===== src/rtl/iceboard_pkg.sv =====
// Shared types and helpers for the iceboard serial receive path.
// Used by the byte receiver and the frame assembler.
package iceboard_pkg;

  localparam logic [7:0] SYNC_BYTE_DEFAULT = 8'hA5;

  typedef enum logic [2:0] {
    BIT_IDLE,
    BIT_START,
    BIT_DATA,
    BIT_STOP,
    BIT_WAIT_HIGH
  } bit_state_t;

  typedef enum logic [1:0] {
    FR_HUNT,
    FR_ID,
    FR_PAYLOAD,
    FR_CHECK
  } frame_state_t;

  function automatic int clks_per_bit(input int clk_freq_hz, input int baud);
    return clk_freq_hz / baud;
  endfunction

  function automatic logic [15:0] sat_inc(input logic [15:0] value);
    return (value == 16'hFFFF) ? value : value + 16'd1;
  endfunction

endpackage


===== src/rtl/uart_rx_byte.sv =====
// 8N1 UART byte receiver: two-flop line synchroniser plus mid-bit sampling FSM.
// Pulses byte_strobe on a good stop bit and framing_err on a bad one.
module uart_rx_byte
  import iceboard_pkg::*;
#(
  parameter int CLKS_PER_BIT = 50
) (
  input  logic       clock,
  input  logic       reset_n,
  input  logic       rx,
  output logic       byte_strobe,
  output logic [7:0] byte_data,
  output logic       framing_err
);

  localparam int CW = $clog2(CLKS_PER_BIT);
  localparam logic [CW-1:0] HALF_LAST = CW'(CLKS_PER_BIT / 2 - 1);
  localparam logic [CW-1:0] FULL_LAST = CW'(CLKS_PER_BIT - 1);

  logic          sync0, sync1;
  logic [1:0]    fill;
  logic          armed;
  bit_state_t    state, state_n;
  logic [CW-1:0] cnt, cnt_n;
  logic [2:0]    idx, idx_n;
  logic [7:0]    shift, shift_n;

  // armed only rises once a genuine high has crossed the synchroniser, so a line
  // held low through reset release is not mistaken for a start bit
  always_ff @(posedge clock or negedge reset_n) begin
    if (!reset_n) begin
      sync0 <= 1'b1;
      sync1 <= 1'b1;
      fill  <= '0;
      armed <= 1'b0;
      state <= BIT_IDLE;
      cnt   <= '0;
      idx   <= '0;
      shift <= '0;
    end else begin
      sync0 <= rx;
      sync1 <= sync0;
      fill  <= {fill[0], 1'b1};
      armed <= armed | (fill[1] & sync1);
      state <= state_n;
      cnt   <= cnt_n;
      idx   <= idx_n;
      shift <= shift_n;
    end
  end

  always_comb begin
    state_n     = state;
    cnt_n       = cnt;
    idx_n       = idx;
    shift_n     = shift;
    byte_strobe = 1'b0;
    framing_err = 1'b0;
    case (state)
      BIT_IDLE: begin
        cnt_n = '0;
        idx_n = '0;
        if (armed && !sync1) state_n = BIT_START;
      end
      BIT_START: begin
        if (cnt == HALF_LAST) begin
          cnt_n   = '0;
          state_n = sync1 ? BIT_IDLE : BIT_DATA;
        end else begin
          cnt_n = cnt + CW'(1);
        end
      end
      BIT_DATA: begin
        if (cnt == FULL_LAST) begin
          cnt_n   = '0;
          shift_n = {sync1, shift[7:1]};
          idx_n   = idx + 3'd1;
          if (idx == 3'd7) state_n = BIT_STOP;
        end else begin
          cnt_n = cnt + CW'(1);
        end
      end
      BIT_STOP: begin
        if (cnt == FULL_LAST) begin
          cnt_n = '0;
          if (sync1) begin
            byte_strobe = 1'b1;
            state_n     = BIT_IDLE;
          end else begin
            framing_err = 1'b1;
            state_n     = BIT_WAIT_HIGH;
          end
        end else begin
          cnt_n = cnt + CW'(1);
        end
      end
      BIT_WAIT_HIGH: begin
        if (sync1) state_n = BIT_IDLE;
      end
      default: state_n = BIT_IDLE;
    endcase
  end

  assign byte_data = shift;

endmodule


===== src/rtl/iceboard_uart_frame_rx.sv =====
// Receive front end for one iceboard link: sync hunt, fixed-length frame assembly,
// XOR checksum, valid/ready output hold and saturating error counters.
module iceboard_uart_frame_rx
  import iceboard_pkg::*;
#(
  parameter int         CLK_FREQ_HZ   = 50000000,
  parameter int         BAUD          = 1000000,
  parameter logic [7:0] SYNC_BYTE     = SYNC_BYTE_DEFAULT,
  parameter int         PAYLOAD_BYTES = 4,
  parameter int         TIMEOUT_BITS  = 20
) (
  input  logic                       clock,
  input  logic                       reset_n,
  input  logic                       rx,
  output logic                       frame_valid,
  input  logic                       frame_ready,
  output logic [7:0]                 frame_id,
  output logic [8*PAYLOAD_BYTES-1:0] frame_payload,
  output logic [15:0]                framing_err_cnt,
  output logic [15:0]                checksum_err_cnt,
  output logic [15:0]                overrun_cnt,
  output logic [15:0]                timeout_cnt
);

  localparam int CLKS_PER_BIT   = clks_per_bit(CLK_FREQ_HZ, BAUD);
  localparam int TIMEOUT_CYCLES = TIMEOUT_BITS * CLKS_PER_BIT;
  localparam int TW             = $clog2(TIMEOUT_CYCLES + 1);
  localparam int PW             = 8 * PAYLOAD_BYTES;

  if (CLKS_PER_BIT < 8 || (CLK_FREQ_HZ % BAUD) != 0) begin : g_baud_check
    $error("CLK_FREQ_HZ/BAUD must be an integer of at least 8");
  end
  if (PAYLOAD_BYTES < 1 || PAYLOAD_BYTES > 8) begin : g_payload_check
    $error("PAYLOAD_BYTES must be in 1..8");
  end

  logic          byte_strobe, framing_err;
  logic [7:0]    byte_data;
  frame_state_t  state, state_n;
  logic [7:0]    id_q, xor_q;
  logic [PW-1:0] payload_q;
  logic [3:0]    byte_cnt;
  logic [TW-1:0] timer;
  logic          load_id, take_payload, good_frame, bad_cksum, timed_out;

  uart_rx_byte #(.CLKS_PER_BIT(CLKS_PER_BIT)) u_rx (
    .clock       (clock),
    .reset_n     (reset_n),
    .rx          (rx),
    .byte_strobe (byte_strobe),
    .byte_data   (byte_data),
    .framing_err (framing_err)
  );

  // a sync value seen after HUNT is ordinary data; only errors and timeouts resync
  always_comb begin
    state_n      = state;
    load_id      = 1'b0;
    take_payload = 1'b0;
    good_frame   = 1'b0;
    bad_cksum    = 1'b0;
    timed_out    = 1'b0;
    if (framing_err) begin
      state_n = FR_HUNT;
    end else if (byte_strobe) begin
      case (state)
        FR_HUNT: if (byte_data == SYNC_BYTE) state_n = FR_ID;
        FR_ID: begin
          load_id = 1'b1;
          state_n = FR_PAYLOAD;
        end
        FR_PAYLOAD: begin
          take_payload = 1'b1;
          if (byte_cnt == 4'(PAYLOAD_BYTES - 1)) state_n = FR_CHECK;
        end
        FR_CHECK: begin
          state_n = FR_HUNT;
          if (byte_data == xor_q) good_frame = 1'b1;
          else bad_cksum = 1'b1;
        end
        default: state_n = FR_HUNT;
      endcase
    end else if (state != FR_HUNT && timer == TW'(TIMEOUT_CYCLES - 1)) begin
      timed_out = 1'b1;
      state_n   = FR_HUNT;
    end
  end

  // payload shifts in from the top so the first byte ends up in bits [7:0];
  // a completing frame may load on the same edge that the held one transfers
  always_ff @(posedge clock or negedge reset_n) begin
    if (!reset_n) begin
      state            <= FR_HUNT;
      id_q             <= '0;
      xor_q            <= '0;
      payload_q        <= '0;
      byte_cnt         <= '0;
      timer            <= '0;
      frame_valid      <= 1'b0;
      frame_id         <= '0;
      frame_payload    <= '0;
      framing_err_cnt  <= '0;
      checksum_err_cnt <= '0;
      overrun_cnt      <= '0;
      timeout_cnt      <= '0;
    end else begin
      state <= state_n;
      timer <= (state == FR_HUNT || byte_strobe || timed_out) ? '0 : timer + TW'(1);
      if (load_id) begin
        id_q     <= byte_data;
        xor_q    <= byte_data;
        byte_cnt <= '0;
      end
      if (take_payload) begin
        payload_q <= PW'({byte_data, payload_q} >> 8);
        xor_q     <= xor_q ^ byte_data;
        byte_cnt  <= byte_cnt + 4'd1;
      end
      if (good_frame && (!frame_valid || frame_ready)) begin
        frame_valid   <= 1'b1;
        frame_id      <= id_q;
        frame_payload <= payload_q;
      end else if (frame_valid && frame_ready) begin
        frame_valid <= 1'b0;
      end
      if (good_frame && frame_valid && !frame_ready) overrun_cnt <= sat_inc(overrun_cnt);
      if (framing_err) framing_err_cnt <= sat_inc(framing_err_cnt);
      if (bad_cksum) checksum_err_cnt <= sat_inc(checksum_err_cnt);
      if (timed_out) timeout_cnt <= sat_inc(timeout_cnt);
    end
  end

endmodule


===== config.mk =====
export PLATFORM = sky130hd
export DESIGN_NAME = iceboard_uart_frame_rx
export DESIGN_NICKNAME = d
export VERILOG_FILES = /design/src/rtl/iceboard_pkg.sv /design/src/rtl/uart_rx_byte.sv /design/src/rtl/iceboard_uart_frame_rx.sv
export SDC_FILE = /design/constraint.sdc
export NUM_CORES = 1
export LEC_CHECK = 0
export CORE_UTILIZATION = 55
export DETAILED_ROUTE_END_ITERATION = 8
export MAX_ROUTING_LAYER = met4
export PLACE_DENSITY = 0.89
export RECOVER_POWER = 25
export SKIP_CTS_REPAIR_TIMING = 1
export SYNTH_ARGS = -nofsm -noshare
export SYNTH_HDL_FRONTEND = slang
export SYNTH_SLANG_ARGS = --single-unit
export TNS_END_PERCENT = 50

===== constraint.sdc =====
create_clock -name clock -period 3.98 [get_ports clock]
set_input_delay 1.194 -clock clock [delete_from_list [all_inputs] [get_ports clock]]
set_output_delay 1.194 -clock clock [all_outputs]
set_load 0.005 [all_outputs]

==> qor.yml, run 1 <==
worstSetupPathType: "primary input to flip-flop"
fillers: 1091
yosysTopAreaCellShare: 0.563
finalSetupTns_ns: 0
power.density_nw_per_um2: 375
numCtsBuffers: 17
dpl-instance-area_um2: 9810
antenna_found_initial: 0
crit_fanout: 16
clock.fmax_mhz: 351
routed_wirelength_um: 16200
stdcell_area_um2: 10400
slew_viol_final: 87
initial_utilization: 0.564
critical_path_required_ns: 4.30
cts_buffer_depth: 2
drv_cap: 1
grt_pass1_wl_um: 27900
vdd_drop_max_mv: 0.282
cts-root-buf: "clkbuf_16"
synth-seq-cells: 194
worstSetupEndpointType: "flip-flop"
ys_seq_area_frac: 0.569
syn-num-nets: 772
ys_top_cells_by_count: "dfrtp_1, nand2_1, mux2_2"
drt_first_pass_iters: 5
hpwl_um: 11100
antennaDiodeCount: 0
synth-main-ff-cell: "dfrtp_1"
skew_ns: 0.00665
fin_util: 0.684
async_flop_share: 1.00
io_buffers: 108
hold_violations: 0
tightest_slew_ns: 2.14
netlist_area_um2: 8540
yosys-top-cells-area: "dfrtp_1, mux2_2, xnor2_1"
rsz0062_at_grt: "no"
critPathLaunchType: "primary input"
hold_depth: 0
avgSynthCellArea_um2: 11.3
drive_above_1_share: 0.142
clk_pin_slew_ns: 0.07
ioPinCount: 109
synth.most_common_cell: "dfrtp_1"
synthCells: 753
status: "finished, violations left"
fin_crit_sh: 0.716
finalSetupViolCount: 0
die_area_um2: 16000
violations: "capacitance limit, slew limit"
drc: 0
num_vias: 5917
seqCellArea_um2: 4860
grt.total_usage: 0.226
multi_input_area_um2: 3490
p_leak_nw: 4.76
finalPower_mw: 3.88
synth.distinct_cells: 55
fin_nets: 881
yosysTopAreaCell: "dfrtp_1"
area_growth_pct: 21.4
gp_congestion: 0.841
grt_max_degree: 88
die_width_um: 127
holdCritPathClass: "flip-flop to flip-flop"
insertion_delay_ns: 0.43
die_y_um: 127
worstRegToRegCells: 8
via_per_inst: 5.57
crit_arrival_ns: 3.17
ys_warn_count: 0
cts_tree: "yes"
fin_crit_ns: 2.85
synth-edff-count: 0
fp.coreArea_um2: 15100
ant_nets: 0
overflow: 0
pre_cts_slack_ns: 0.678
drt_first_iter_violations: 373
grt_pass1_vias: 5765
maxSlewHeadroom: -0.425
finalWorstSetupSlack_ns: 1.13
core.rowCount: 45
wl_per_cell_um: 15.3
ctsHtreeMaxLevel: 4
cts.sinks: 194
==> cell usage in the layout, fill, tap and decap left out, drive strengths merged, types with 3 or more instances in the layout <==
| master | count |
|---|---|
| a21oi | 13 |
| a22oi | 3 |
| a31oi | 12 |
| and2 | 6 |
| and3 | 21 |
| and4 | 3 |
| buf | 8 |
| clkbuf | 19 |
| clkdlybuf4s50 | 106 |
| clkinv | 5 |
| clkinvlp | 3 |
| dfrtp | 192 |
| ha | 15 |
| inv | 24 |
| mux2 | 70 |
| nand2 | 80 |
| nand2b | 8 |
| nand3 | 27 |
| nand4 | 23 |
| nor2 | 54 |
| nor2b | 3 |
| nor3 | 30 |
| nor4 | 3 |
| o21ai | 40 |
| o2bb2ai | 3 |
| or3 | 3 |
| xnor2 | 45 |
| xor2 | 26 |
==> report_power, final <==
group          total [mW]  leakage (nW)  internal [mW]  switching (mW)
clock                1.64         0.275          0.887           0.752
combinational       0.184          1.81         0.0691           0.115
sequential           2.06          2.68           2.01          0.0522
total                3.88          4.76           2.96           0.919
==> kinds of logic (layout without fill, tap and decap cells) <==
logic type                 count (synthesis)  count (layout)  synth area share
AOI/OAI and AO/OA                         85              85            0.0614
xor gates and xnor gates                  71              71            0.0729
adders and majority gates                 15              15            0.0220
buffers and inverters                     45             167            0.0229
DFF                                      194             194             0.569
muxes                                     72              72            0.0947
other                                      1               1          0.000439
and+or+nand+nor                          270             270             0.157
==> registers in the layout (all words and copies together) (netlist names), 2 cells and up <==
name / flops
byte_cnt: 4
timer: 10
checksum_err_cnt: 16
payload_q: 32
u_rx.cnt: 6
framing_err_cnt: 16
u_rx.state: 3
u_rx.fill: 2
timeout_cnt: 16
id_q: 8
overrun_cnt: 16
u_rx.idx: 3
frame_payload: 32
u_rx.byte_data: 8
xor_q: 8
state: 2
frame_id: 8
==> path summary, 6_finish.rpt <==
kind,from,end,slack (ns)
max,frame_ready,overrun_cnt[1]$_DFFE_PN0P_,1.13
min,u_rx.fill[0]$_DFF_PN0_,u_rx.fill[1]$_DFF_PN0_,0.36
min in group asynchronous,reset_n,checksum_err_cnt[6]$_DFFE_PN0P_,1.38
min reg2reg,u_rx.fill[0]$_DFF_PN0_,u_rx.fill[1]$_DFF_PN0_,0.36
max in group asynchronous,reset_n,payload_q[9]$_DFFE_PN0P_,1.29
max reg2reg,u_rx.cnt[1]$_DFFE_PN0P_,payload_q[4]$_DFFE_PN0P_,1.15
==> stage by stage <==
| step | hold WS [ns] | cells |
|---|---|---|
| after detailed placement | 0.341 | 1031 |
| after CTS | 0.358 | 1063 |
| after floorplan | 0.331 | 753 |
| final | 0.359 | 1063 |
| after global routing | 0.369 | 1063 |
| after global placement | 0.335 | 1031 |
==> critical path, cell delays in order <==
cell and delay (ns):
clkdlybuf4s50_1 0.38, nand2b_1 0.18, or3_4 0.39, a311oi_4 0.61
mux2_2 0.40
==> layer usage <==
metal,track usage,part of all wire,vias up
met5,-,0,-
met4,0.0780,0.015,0
met3,0.0498,0.043,23
met2,0.353,0.48,135
met1,0.293,0.46,2922
li1,-,-,2837
==> final cells by class <==
class,instances,share of cell area
Sequential cell,194,0.469
Multi-Input combinational cell,514,0.336
Timing Repair Buffer,116,0.111
Clock buffer,18,0.0424
Tap cell,188,0.0227
Clock inverter,14,0.0123
Inverter,19,0.00688
No activity file was read; power rests on OpenSTA's default activity.
==> run 2, diff against run 1 <==
Settings changed: CORE_UTILIZATION 55 to 50, PLACE_DENSITY 0.89 to 0.86.
Clock period 3.98 ns to 2.3 ns, I/O delays scaled along.
==> run 2 against run 1 <==
Global-route usage is 1.7 points lower. Clock skew is 0.0083 ns higher. Combinational power grew to 2.5 times the previous value. Final area is 5.2% higher. The run ends with capacitance limit, slew limit, setup timing left. Highest routed layer unchanged. First-iteration DRC count is 20% lower. Register-to-register slack worse by 1.2 ns. Utilization is 2.9 points lower. Critical path type is now flip-flop to flip-flop.
==> qor.yml, run 2 (synthesis gave the netlist of run 1 again) <==
status: "finished, violations left"
violations: "capacitance limit, slew limit, setup timing"
crit_top_cell: "nand3_2"
comb_power_share: 0.066  # +0.019
path_cells: "inv_2 > ha_4 > and4b_1 > nand3_2 > or3_4 > a311oi_4 > clkbuf_16 > nand3_2 > xnor2_1"
swShare: 0.241  # +0.00446
ioPinCount: 109  # unchanged
fin_crit_sh: 1.02
die_y_um: 133  # +4.8%
layout_common_cells: "dfrtp_1, clkdlybuf4s50_1, nand2_1"
critical_path_required_ns: 2.62  # -1.68 ns
clk_pin_slew_ns: 0.07  # about the same
drive_above_1_share: 0.198  # +0.0563
worstSetupPathType: "flip-flop to flip-flop"
rsz0062_at_grt: "yes"
skew_ns: 0.0149  # +0.00829 ns
finalWorstSetupSlack_ns: -0.0385  # -1.17 ns
p_sw_mw: 1.68  # +83%
max_stage_delay_ns: 0.42  # -0.19 ns
antenna_found_initial: 0  # unchanged
fp.coreArea_um2: 16600  # +9.9%
whs_endpoint: "u_rx.fill[1]$_DFF_PN0_"
cts_tree: "yes"
power.density_nw_per_um2: 640  # +71%
p_leak_nw: 5.06  # +6.3%
fin_crit_ns: 2.34
hold_depth: 0  # unchanged
hpwl_um: 11700  # +5.3%
via_per_inst: 5.35  # -3.8%
die_area_um2: 17600  # +9.8%
drt_first_pass_iters: 4  # -1
core.rowCount: 47  # +4.4%
seqCellArea_um2: 4860  # unchanged
vdd_drop_max_mv: 0.566  # +100%
p_seq_frac: 0.507  # -0.023
pre_cts_slack_ns: -0.225  # -0.903 ns
gp_congestion: 0.808  # -3.9%
slew_viol_final: 66  # -24%
route.met2.wl_um: 8590  # +9.3%
grt.total_usage: 0.209  # -0.0166
clock_power_share: 0.427  # +0.005
drv_cap: 1  # unchanged
hold_violations: 0  # unchanged
drc: 0  # unchanged
numCtsBuffers: 17  # unchanged
insertion_delay_ns: 0.44  # about the same
cts_buffer_depth: 2  # unchanged
fillers: 1225  # +12%
worstRegToRegCells: 9  # +1
cts-root-buf: "clkbuf_16"
ant_nets: 0  # unchanged
routed_wirelength_um: 17100  # +5.6%
holdCritPathClass: "flip-flop to flip-flop"
worstSetupEndpointType: "flip-flop"
initial_utilization: 0.513  # -0.0507
timing.rr.end: "overrun_cnt[13]$_DFFE_PN0P_"
hold_slack_ns: 0.349  # -0.0102 ns
wl_per_cell_um: 15.1  # -1.0%
finalPower_mw: 6.97  # +80%
multi_input_area_um2: 3590  # +3.0%
p_int_mw: 5.29  # +79%
grt_pass1_vias: 5944  # +3.1%
cts.sinks: 194  # unchanged
overflow: 0  # unchanged
fin_nets: 920  # +4.4%
die_width_um: 133  # +4.8%
crit_family: "simple AND/OR/NAND/NOR gates"
final_common_cell: "dfrtp_1"
grt_max_degree: 67  # -24%
clock.fmax_mhz: 428
area_growth_pct: 27.7
crit_fanout: 8  # -8
critPathLaunchType: "flip-flop"
crit_buf_inv: 2  # +1
antennaDiodeCount: 0  # unchanged
io_buffers: 108  # unchanged
crit_arrival_ns: 2.66  # -0.51 ns
maxSlewHeadroom: -0.106  # +0.318
num_vias: 6072  # +2.6%
min_from: "u_rx.fill[0]$_DFF_PN0_"
wl_met1_um: 7630  # +2.7%
drt_first_iter_violations: 297  # -20%
tightest_slew_ns: 1.66  # -0.477 ns
finalSetupViolCount: 9  # +9
fin_util: 0.655  # -0.0294
r2r_start: "u_rx.cnt[1]$_DFFE_PN0P_"
reg_top3: "frame_payload x32, payload_q x32"
wl_met3_um: 765  # +9.0%
crit_slowest_cell: "a311oi_4"
highest_layer: "met4"
r2r_setup_slack_ns: -0.04  # -1.19 ns
grt_pass1_wl_um: 28800  # +3.0%
ctsHtreeMaxLevel: 4  # unchanged
-- run 2: worst max-delay path by stage --
stage | startpoint | endpoint | depth (start not counted)
floorplan | u_rx.cnt[0]$_DFFE_PN0P_ | payload_q[10]$_DFFE_PN0P_ | 9
global placement | frame_ready | overrun_cnt[1]$_DFFE_PN0P_ | 6
detailed placement | frame_ready | overrun_cnt[1]$_DFFE_PN0P_ | 6
CTS | u_rx.cnt[1]$_DFFE_PN0P_ | checksum_err_cnt[7]$_DFFE_PN0P_ | 9
global route | u_rx.cnt[1]$_DFFE_PN0P_ | overrun_cnt[13]$_DFFE_PN0P_ | 9
finish | u_rx.cnt[1]$_DFFE_PN0P_ | overrun_cnt[13]$_DFFE_PN0P_ | 9
-- run 2: through the flow --
stage          instances  setup TNS [ns]  cell area, µm²
5_1_grt             1134           -1.84           10900
6_report            1134          -0.150           10900
3_3_place_gp        1097           -1.67           10200
2_1_floorplan        753               0            8540
3_5_place_dp        1097           -2.28           10200
4_1_cts             1129          -0.445           10800
-- run 2: power groups by stage --
stage / clock (mW) / combinational (mW) / sequential [mW]
after floorplan: 0 / 0.226 / 3.59
after global placement: 0 / 0.426 / 3.59
after detailed placement: 0 / 0.453 / 3.59
after CTS: 3.02 / 0.459 / 3.52
after global routing: 3.17 / 0.526 / 3.54
final: 2.98 / 0.463 / 3.53
-- run 2: routing by layer --
| metal | global-route usage | vias up |
|---|---|---|
| li1 | - | 2919 |
| met1 | 0.268 | 3001 |
| met2 | 0.338 | 140 |
| met3 | 0.0383 | 12 |
| met4 | 0.0664 | 0 |
| met5 | - | - |
-- run 2: final cells by class --
| class | instances | area share |
|---|---|---|
| clock buffer | 20 | 0.0428 |
| clock inverter | 12 | 0.0122 |
| inverter | 19 | 0.00654 |
| multi-input combinational | 514 | 0.329 |
| sequential | 194 | 0.446 |
| tap | 220 | 0.0253 |
| timing repair buffer | 155 | 0.138 |
==> run 3, diff against run 2 <==
Settings changed: CELL_PAD_IN_SITES_DETAIL_PLACEMENT set to 1, CELL_PAD_IN_SITES_GLOBAL_PLACEMENT set to 2, CORE_UTILIZATION 50 to 33, CTS_CLUSTER_SIZE set to 14, SLEW_MARGIN set to 20.
==> run 3 against run 2 <==
Critical endpoint is now overrun_cnt[9]$_DFFE_PN0P_. The flow finishes with violations (setup timing). Sequential share of layout area fell by 0.66 points. Non-clock buffer count rose by 4. Maximum frequency rose by 0.78%. Register-to-register slack improved by 0.02 ns. Sequential power barely moved. Via count rose by 0.33%. Wire length rose by 15%.
==> qor.yml, run 3 (synthesis gave the netlist of run 1 again) <==
crit_arrival_ns: 2.68  # +0.02 ns
die_width_um: 163  # +23%
critPathLaunchType: "flip-flop"
cts_tree: "yes"
ctsHtreeMaxLevel: 4  # unchanged
grt.total_usage: 0.165  # -0.0446
drive_above_1_share: 0.196  # -0.00195
hpwl_um: 13700  # +18%
power.density_nw_per_um2: 647  # +1.2%
io_buffers: 108  # unchanged
num_vias: 6092  # +0.33%
grt_pass1_vias: 6338  # +6.6%
cts.sinks: 194  # unchanged
initial_utilization: 0.338  # -0.175
p_leak_nw: 5.07  # +0.23%
core.rowCount: 58  # +23%
vdd_drop_max_mv: 0.400  # -29%
via_per_inst: 4.88  # -8.8%
crit_slowest_cell: "dfrtp_1"
clock.fmax_mhz: 431  # +0.78%
instances_no_fill: 1248  # +10%
area_growth_pct: 29.6
placedCellCount: 1211  # +10%
fillers: 2744  # +120%
drc: 0  # unchanged
antennaDiodeCount: 0  # unchanged
drt_first_pass_iters: 4  # unchanged
crit_family: "simple AND/OR/NAND/NOR gates"
fin_nets: 924  # +0.43%
layout_common_cells: "dfrtp_1, clkdlybuf4s50_1, nand2_1"
grt_max_degree: 55  # -18%
drv_cap: 0  # -1
finalSetupTns_ns: -0.0205  # +0.129 ns
status: "finished, violations left"
final_common_cell: "dfrtp_1"
cts-root-buf: "clkbuf_16"
grt_pass1_wl_um: 33400  # +16%
skew_ns: 0.0155  # +0.000572 ns
overflow: 0  # unchanged
rsz0062_at_grt: "yes"
maxSlewHeadroom: 0.0734  # +0.180
crit_buf_inv: 2  # unchanged
hold_violations: 0  # unchanged
max_stage_delay_ns: 0.40  # -0.02 ns
reg_top3: "frame_payload x32, payload_q x32"
violations: "setup timing"
path_cells: "inv_2 > ha_4 > and4b_1 > nand3_2 > or3_4 > a311oi_4 > buf_12 > nand4_1 > xnor2_1"
fin_util: 0.438  # -0.217
routed_wirelength_um: 19800  # +15%
fin_crit_sh: 1.01  # -0.00783
critical_path_required_ns: 2.66  # +0.04 ns
multi_input_area_um2: 3560  # -0.73%
antenna_found_initial: 0  # unchanged
slew_viol_final: 0  # -100%
ioPinCount: 109  # unchanged
cts_buffer_depth: 2  # unchanged
fp.coreArea_um2: 25300  # +52%
drt_first_iter_violations: 393  # +32%
crit_fanout: 8  # unchanged
worstSetupPathType: "flip-flop to flip-flop"
worstSetupEndpointType: "flip-flop"
finalWorstSetupSlack_ns: -0.0205  # +0.0180 ns
tightest_slew_ns: 1.39  # -0.270 ns
holdCritPathClass: "flip-flop to flip-flop"
finalSetupViolCount: 1  # -8
r2r_setup_slack_ns: -0.02  # +0.02 ns
die_y_um: 163  # +23%
wl_per_cell_um: 15.8  # +4.7%
die_area_um2: 26500  # +51%
numCtsBuffers: 17  # unchanged
clk_pin_slew_ns: 0.08  # about the same
gp_congestion: 0.760  # -6.0%
insertion_delay_ns: 0.45  # about the same
seqCellArea_um2: 4860  # unchanged
fin_crit_ns: 2.32  # -0.0180 ns
ant_nets: 0  # unchanged
run 3: changes by cell type in the layout (fill, tap and decap cells not counted), moves of 2 or more:
cell	delta
inv_6	-2
o21ai_1	+2
clkinv_4	-2
clkinv_8	+5
nor4_1	+2
inv_12	+4
o21ai_0	-2
nor4_2	-2
buf_4	+6
clkbuf_8	-3
buf_12	-2
run 3: layer usage:
metal / track usage / up-vias / part of all wire
met4: 0.0472 / 0 / 0.0093
li1: - / 2918 / -
met2: 0.258 / 101 / 0.49
met1: 0.217 / 3062 / 0.48
met5: - / - / 0
met3: 0.0311 / 11 / 0.028
run 3: worst paths after layout:
path                                         start                         endpoint  cells after the start
max                        u_rx.cnt[1]$_DFFE_PN0P_       overrun_cnt[9]$_DFFE_PN0P_                      9
min                         u_rx.fill[0]$_DFF_PN0_           u_rx.fill[1]$_DFF_PN0_                      0
max reg2reg                u_rx.cnt[1]$_DFFE_PN0P_       overrun_cnt[9]$_DFFE_PN0P_                      9
min reg2reg                 u_rx.fill[0]$_DFF_PN0_           u_rx.fill[1]$_DFF_PN0_                      0
max in group asynchronous                  reset_n        payload_q[27]$_DFFE_PN0P_                      2
min in group asynchronous                  reset_n  checksum_err_cnt[8]$_DFFE_PN0P_                      1
run 3: final cells by class:
cell class	instances	area share
Tap cell	330	0.0373
Multi-Input combinational cell	514	0.322
Timing Repair Buffer	159	0.137
Inverter	19	0.00645
Clock inverter	15	0.0195
Sequential cell	194	0.439
Clock buffer	17	0.0384
run 3: power by group:
| part | internal [mW] | switching [mW] | total (mW) |
|---|---|---|---|
| Combinational | 0.204 | 0.290 | 0.494 |
| Clock | 1.53 | 1.61 | 3.14 |
| Sequential | 3.47 | 0.0588 | 3.53 |
run 3: metrics by stage:
step                instance area, µm²  hold WS (ns)  setup slack, ns  power, mW
CTS                              11000         0.211          -0.0787       7.26
global placement                 10300         0.331           -0.209       4.03
global route                     11100         0.365           -0.104       7.50
finish                           11100         0.354          -0.0205       7.16
floorplan                         8540         0.331            0.108       3.82
detailed placement               10300         0.345           -0.218       4.06
